[src/rtl/shift_ex_stage.sv]
// RV32I shift execute stage: SLL/SRL computed locally, SRA through the shared sra unit,
// result registered behind a 2-entry skid buffer so in_ready is a pure register output.
`timescale 1ns/1ps

// Combinational 32-bit arithmetic right shift; amounts of 32 or more saturate to sign fill.
module sra (
  input  logic [31:0] a,
  input  logic [31:0] b,
  output logic [31:0] y
);
  logic signed [31:0] a_s;
  logic        [31:0] shifted;

  assign a_s     = a;
  // Kept in its own assignment so the signed operand is not demoted by a mixed-sign context.
  assign shifted = a_s >>> b[4:0];
  assign y       = (|b[31:5]) ? {32{a[31]}} : shifted;
endmodule

module shift_ex_stage #(
  parameter int XLEN = 32,
  parameter int RD_W = 5
) (
  input  logic            clk,
  input  logic            rst,
  input  logic            flush,
  input  logic            in_valid,
  output logic            in_ready,
  input  logic [1:0]      in_op,
  input  logic [XLEN-1:0] in_rs1,
  input  logic [XLEN-1:0] in_shamt_src,
  input  logic [RD_W-1:0] in_rd,
  output logic            out_valid,
  input  logic            out_ready,
  output logic [XLEN-1:0] out_result,
  output logic [RD_W-1:0] out_rd
);
  typedef enum logic [1:0] {
    OP_SLL  = 2'b00,
    OP_SRL  = 2'b01,
    OP_SRA  = 2'b10,
    OP_PASS = 2'b11
  } op_e;

  logic [4:0]      shamt;
  logic            unused_shamt_hi;
  logic [XLEN-1:0] sra_y;
  logic [XLEN-1:0] new_result;

  logic            main_valid;
  logic [XLEN-1:0] main_result;
  logic [RD_W-1:0] main_rd;
  logic            skid_valid;
  logic [XLEN-1:0] skid_result;
  logic [RD_W-1:0] skid_rd;

  logic            accept;
  logic            main_free;

  assign shamt           = in_shamt_src[4:0];
  assign unused_shamt_hi = ^in_shamt_src[XLEN-1:5];

  sra u_sra (
    .a (in_rs1),
    .b ({{(XLEN-5){1'b0}}, shamt}),
    .y (sra_y)
  );

  // NOTE: default assigned first so every path through the case drives new_result (no latch).
  always_comb begin
    new_result = in_rs1;
    case (op_e'(in_op))
      OP_SLL:  new_result = in_rs1 << shamt;
      OP_SRL:  new_result = in_rs1 >> shamt;
      OP_SRA:  new_result = sra_y;
      default: new_result = in_rs1;
    endcase
  end

  assign in_ready   = ~skid_valid;
  assign out_valid  = main_valid;
  assign out_result = main_result;
  assign out_rd     = main_rd;

  assign accept    = in_valid & in_ready & ~flush;
  assign main_free = ~main_valid | out_ready;

  // Flush wins over every other update; skid always drains into main before new ops enter.
  always_ff @(posedge clk or posedge rst) begin
    if (rst) begin
      main_valid  <= 1'b0;
      skid_valid  <= 1'b0;
      main_result <= '0;
      main_rd     <= '0;
    end else if (flush) begin
      main_valid <= 1'b0;
      skid_valid <= 1'b0;
    end else if (main_free) begin
      if (skid_valid) begin
        main_valid  <= 1'b1;
        main_result <= skid_result;
        main_rd     <= skid_rd;
        skid_valid  <= 1'b0;
      end else if (accept) begin
        main_valid  <= 1'b1;
        main_result <= new_result;
        main_rd     <= in_rd;
      end else begin
        main_valid <= 1'b0;
      end
    end else if (accept) begin
      skid_valid <= 1'b1;
    end
  end

  // NOTE: skid payload is qualified by skid_valid, so it needs no reset.
  always_ff @(posedge clk) begin
    if (!main_free && accept) begin
      skid_result <= new_result;
      skid_rd     <= in_rd;
    end
  end
endmodule

[config.mk]
export PLATFORM = sky130hd
export DESIGN_NAME = shift_ex_stage
export DESIGN_NICKNAME = d
export VERILOG_FILES = /design/src/rtl/shift_ex_stage.sv
export SDC_FILE = /design/constraint.sdc
export NUM_CORES = 1
export LEC_CHECK = 0
export CAP_MARGIN = 20
export CORE_ASPECT_RATIO = 1.25
export CORE_UTILIZATION = 31
export DETAILED_ROUTE_END_ITERATION = 16
export GPL_TIMING_DRIVEN = 0
export PLACE_DENSITY_LB_ADDON = 0.08
export RECOVER_POWER = 50
export SYNTH_ARGS = -nofsm -noshare
export SYNTH_HDL_FRONTEND = slang
export SYNTH_HIERARCHICAL = 1
export SYNTH_SLANG_ARGS = --single-unit
[constraint.sdc]
create_clock -name clk -period 6.34 [get_ports clk]
set_input_delay 0.634 -clock clk [delete_from_list [all_inputs] [get_ports clk]]
set_output_delay 0.634 -clock clk [all_outputs]
set_load 0.05 [all_outputs]
# Word-level counts from Yosys, hierarchy flattened
# Cells that the tools add are included.
[classes] reduce_logical=7 magnitude_cmp=0 eq_ne=2 n_mux=12 n_mul=0 n_div=0 n_bitwise=6 shifts=3 addsub=0
[op_table] op="$pmux W32 S3" count=1
[op_table] op="$mux W32" count=2
[op_table] op="$shl A32 B5 Y32" count=1
[op_table] op="$shr A32 B5 Y32" count=1
[op_table] op="$sshr A32 B5 Y32" count=1
[op_table] op="$mux W5" count=2
[op_table] op="$mux W1" count=7
[op_table] op="$reduce_bool A2 Y1" count=2
[op_table] op="$not A1 Y1" count=3
[op_table] op="$reduce_and A3 Y1" count=1
[op_table] op="$reduce_bool A3 Y1" count=1
[op_table] op="$and A1 B1 Y1" count=2
[op_table] op="$eq A2 B1 Y1 const B" count=1
[op_table] op="$eq A2 B2 Y1 const B" count=1
[op_table] op="$logic_not A2 Y1" count=1
[op_table] op="$logic_and A1 B1 Y1" count=1
[op_table] op="$logic_not A1 Y1" count=1
[op_table] op="$or A1 B1 Y1" count=1
[totals] ff_bits=76 out_inout_bits=39 elab_cells=36 in_bits=76 rom_bits=0 mem_bits_rw=0 memories=0 latchBits=0

# Logic depth before layout (Yosys ltp)
[depth] ltp_word=7 depth_mapped=13 depth_no_buf=10

# Hierarchy
# Netlist, hierarchy kept.
[modules_own_cells] module="shift_ex_stage" cells_each=891 seq_area_each_um2=2087.0 instances=1 area_per_inst_um2=7579.8
[modules_own_cells] module="sra" cells_each=204 seq_area_each_um2=0.0 instances=1 area_per_inst_um2=2039.5

# Least setup slack after synthesis
# OpenSTA, ideal clock, no wires.
[synth_path] kind="register -> register" start="register skid_valid" end="register skid_rd[0] (enable)" synth_period_minus_slack_ns=5.291 arrival_ns=4.752 stages_incl_launch_ff=4 setup_time_ns=0.539 required_time_ns=5.801 path_slack_ns=1.049 n_path_buf=2 cell_sequence="dfrtp_1 > clkbuf_1 > clkbuf_1 > nor4b_1"
[synth_via] elab_chain_cells=4
[synth_rtl] item="start, declared" line_no="53" source="logic skid_valid;"
[synth_rtl] item="start signal, assigned" line_no="92" source="skid_valid <= 1'b0;"
[synth_rtl] item="start signal, assigned" line_no="97" source="skid_valid <= 1'b0;"
[synth_rtl] item="start signal, assigned" line_no="103" source="skid_valid <= 1'b0;"
[synth_rtl] item="$not A1 Y1" line_no="80" source="assign in_ready = ~skid_valid;"
[synth_rtl] item="$and A1 B1 Y1 (2 in series)" line_no="85" source="assign accept = in_valid & in_ready & ~flush;"
[synth_rtl] item="$logic_and A1 B1 Y1" line_no="118" source="if (!main_free && accept) begin"
[synth_rtl] item="end signal, assigned" line_no="120" source="skid_rd <= in_rd;"
[synth_rtl] item="end, declared" line_no="55" source="logic [RD_W-1:0] skid_rd;"
# No other way between the ends.
# A chain may end at the register's enable or synchronous reset.

# Final worst setup path
[layout_path] start="input in_shamt_src[3]" end="register skid_result[6], data pin"
[layout_via] elab_chain_cells=2 word_cells_on_any_way=4 cone_classes="3 x shift; 1 x mux"
[layout_rtl] item="start, declared" line_no="31" source="input logic [XLEN-1:0] in_shamt_src,"
[layout_rtl] item="$sshr A32 B5 Y32 (tied with other cells)" line_no="16" source="assign shifted = a_s >>> b[4:0];"
[layout_rtl] item="$pmux W32 S3 (*)" line_no="72" source="case (op_e'(in_op))"
[layout_rtl] item="named net new_result[6]" line_no="48" source="logic [XLEN-1:0] new_result;"
[layout_rtl] item="end signal, assigned" line_no="119" source="skid_result <= new_result;"
[layout_rtl] item="end, declared" line_no="54" source="logic [XLEN-1:0] skid_result;"
# Mark *: on every way through the listed nets, which the timed path passes. The rest lies on a longest branch.

==> results.sh <==
export IMPL_status="complete, but fails checks"
export IMPL_violations="capacitance limit, slew limit"
export IMPL_leakage_nw=4.239
export IMPL_finalHoldViolCount=0
export IMPL_wl_per_cell_um=34.62
export IMPL_dieWidth_um=159.6
export IMPL_finalSetupTns_ns=0
export IMPL_dpl_hpwl_um=42710
export IMPL_ant_nets=0
export IMPL_ys_seq_area_share_pct=21.70
export IMPL_drive_gt1_share_pct=15.37
export IMPL_syn_area_mm2=0.009619
export IMPL_vias=10880
export IMPL_viasPerCell=6.671
export IMPL_fin_ws_ns=1.804
export IMPL_grt_ovfl_total=0
export IMPL_cts_resized=0
export IMPL_start_kind="input pin"
export IMPL_skew_ns=0.009849
export IMPL_path_delay_family="buffers and inverters"
export IMPL_fmax_mhz=220.4
export IMPL_std_cell_rows=71
export IMPL_maxCapViolCount=1
export IMPL_synth_most_common_cell="nor2_1"
export IMPL_synth_avg_cell_area_um2=8.785
export IMPL_h_tree_depth=3
export IMPL_min_from="out_result[5]"
export IMPL_powerDensity_mw_per_mm2=196.0
export IMPL_r2r_start="skid_valid"
export IMPL_clock_latency_ns=0.34
export IMPL_ys_ff_latch=76
export IMPL_crit_fanout=10
export IMPL_io_pins=115
export IMPL_postCtsSetupBuffers=0
export IMPL_critPathBufInv=4
export IMPL_required_ns=6.40
export IMPL_worst_ep_arrival_time_ns=4.60
export IMPL_setup_violations=0
export IMPL_irDropWorstVdd_v=0.0001616
export IMPL_worstPathCellList="clkdlybuf4s50_1 -> clkbuf_1 -> clkbuf_1 -> clkbuf_1 -> nor3_1 -> a211oi_1 -> o21ai_0 -> nor4_1 -> nor2_1"
export IMPL_die_area_mm2=0.03174
export IMPL_hold_class="flop to flop"
export IMPL_grt_first_pass_wirelength_um=79980
export IMPL_cts_tree="built"
export IMPL_period_needed_ns=4.536
export IMPL_max_stage_delay_ns=0.81
export IMPL_antenna_found_initial=1
export IMPL_fill_cells=3150
export IMPL_syn2layout_area_growth_pct=19.24
export IMPL_grt_max_degree=33
export IMPL_slew_violations=33
export IMPL_cts_sinks=76
export IMPL_max_slew_margin_pct=-27.91
export IMPL_synth_area_top_cells="mux4_2 14%, edfxtp_1 12%, dfrtp_1 10%"
export IMPL_preCtsSetupSlack_ns=1.559
export IMPL_diodes=0
export IMPL_clock_root_buffer="clkbuf_16"
export IMPL_routabilityCongestion=1.094
export IMPL_grt_pass1_vias=10620
export IMPL_wl_um=56460
export IMPL_post_synth_top_area_cell="mux4_2"
export IMPL_yosys_area_top_type_share_pct=13.58
export IMPL_placed_cells=1614
export IMPL_cts_buffers=9
export IMPL_synth_distinct_cells=76
export IMPL_stdcell_count=1631
export IMPL_dr_pass1_iters=6
export IMPL_criticalPathCategory="input pin to flop"
export IMPL_drc=0
export IMPL_crit_top_cell="clkbuf_1"
export IMPL_cts_path_max_buffers=2
export IMPL_cts_clk_slew_worst_paths_ns=0.06
export IMPL_drt_iter0_markers=1314
export IMPL_ys_warn_count=6
export IMPL_synth_cells=1095
export IMPL_cp_startpoint="in_shamt_src[3]"
export IMPL_grt_setup_unrepaired="no"
export IMPL_r2r_slack_ns=3.38
export IMPL_cp_slowest_cell="clkbuf_1"
export IMPL_cp_end_kind="flop"
export IMPL_tightest_slew_ns=1.919
export IMPL_hold_buffers=0
export IMPL_ys_top_cells_by_count="131 x nor2_1, 84 x mux2i_1, 80 x o21ai_0, 67 x mux2_2, 65 x clkbuf_1"
export IMPL_ys_flop_type="dfrtp_1"
export IMPL_min_period_over_period_pct=71.55
export IMPL_initial_core_util_pct=31.75
export IMPL_fin_nets=1301
export IMPL_synth_edf_count=37
export IMPL_port_buffers=85
export IMPL_die_y_um=198.9
export IMPL_grt_usage_pct=35.58
export IMPL_synthArstFlopShare_pct=51.32
export IMPL_coreArea_mm2=0.03029
-- cell type report --
type / instances / area, um^2 / share of cell area (%)
multi-input cells: 930 / 7083 / 61.75
plain buffers: 104 / 510.5 / 4.451
clock inverters: 4 / 97.59 / 0.8509
flip-flops and latches: 76 / 2087 / 18.20
well taps: 401 / 501.7 / 4.374
inverters: 11 / 41.29 / 0.3600
repair buffers: 93 / 902.1 / 7.865
clock buffers: 12 / 246.5 / 2.149
-- logic make-up (layout without fill, tap and decap cells) --
| logic type | after synthesis | count (layout) | share of synthesized area, % |
|---|---|---|---|
| buffers and inverters | 115 | 224 | 5.736 |
| other | 1 | 27 | 0.03898 |
| AND/OR/NAND/NOR | 355 | 355 | 18.05 |
| AO/OA/AOI/OAI | 335 | 335 | 23.35 |
| multiplexers | 213 | 213 | 31.13 |
| flip-flops | 76 | 76 | 21.70 |
-- worst paths after layout --
kind                                  end  cells past startpoint
min reg2reg                 out_result[5]                      2
max                        skid_result[6]                      9
min                         out_result[5]                      2
max in group asynchronous   out_result[2]                      3
min in group asynchronous  out_result[20]                      2
max reg2reg                    skid_rd[1]                      6
-- state kept, by name (all words and copies together) (netlist names) --
| name | cells |
|---|---|
| out_result | 32 |
| skid_rd | 5 |
| skid_valid | 1 |
| out_rd | 5 |
| out_valid | 1 |
| skid_result | 32 |
-- cells in the final DEF (no fill, tap or decap), drive strengths merged, types with 43 or more instances in the layout --
cell	synthesis	layout
buf	39	43
nor2	131	131
dlygate4sd3	0	45
mux2	67	67
mux2i	85	85
o21ai	87	87
nand2	64	64
clkbuf	65	80
a21oi	58	58
mux4	61	61
-- report_power, final --
group	internal [mW]	leakage, nW	switching, mW	total [mW]
combinational	0.347	3.26	0.714	1.06
clock	0.396	0.163	0.197	0.593
sequential	0.570	0.818	0.0235	0.594
-- per-stage QoR --
step | utilization [%] | cell area (um^2) | power, mW | hold slack, ns
finish | 37.86 | 11470 | 2.248 | 0.4684
global route | 37.86 | 11470 | 2.314 | 0.4888
global placement | 36.54 | 11070 | 1.661 | 0.4651
floorplan | - | 9717 | 1.228 | 0.4880
detailed placement | 36.78 | 11140 | 1.648 | 0.4707
CTS | 37.92 | 11490 | 2.251 | 0.4829
-- tightest hold or removal path, stage by stage, from the launching register on --
cell and delay, ns:
dfrtp_1 0.33, nand2_1 0.05, o21ai_0 0.06
-- per-layer routing --
layer / vias to the layer above / wire [um] / track usage [%] / part of all wire [%]
li1: 4548 / - / - / -
met1: 5319 / 21530 / 42.42 / 38
met5: - / 15 / 0 / 0.027
met2: 772 / 25480 / 57.88 / 45
met4: 2 / 4550 / 25.46 / 8.1
met3: 240 / 4884 / 6.464 / 8.7
Power figures use the tool's default switching activity.
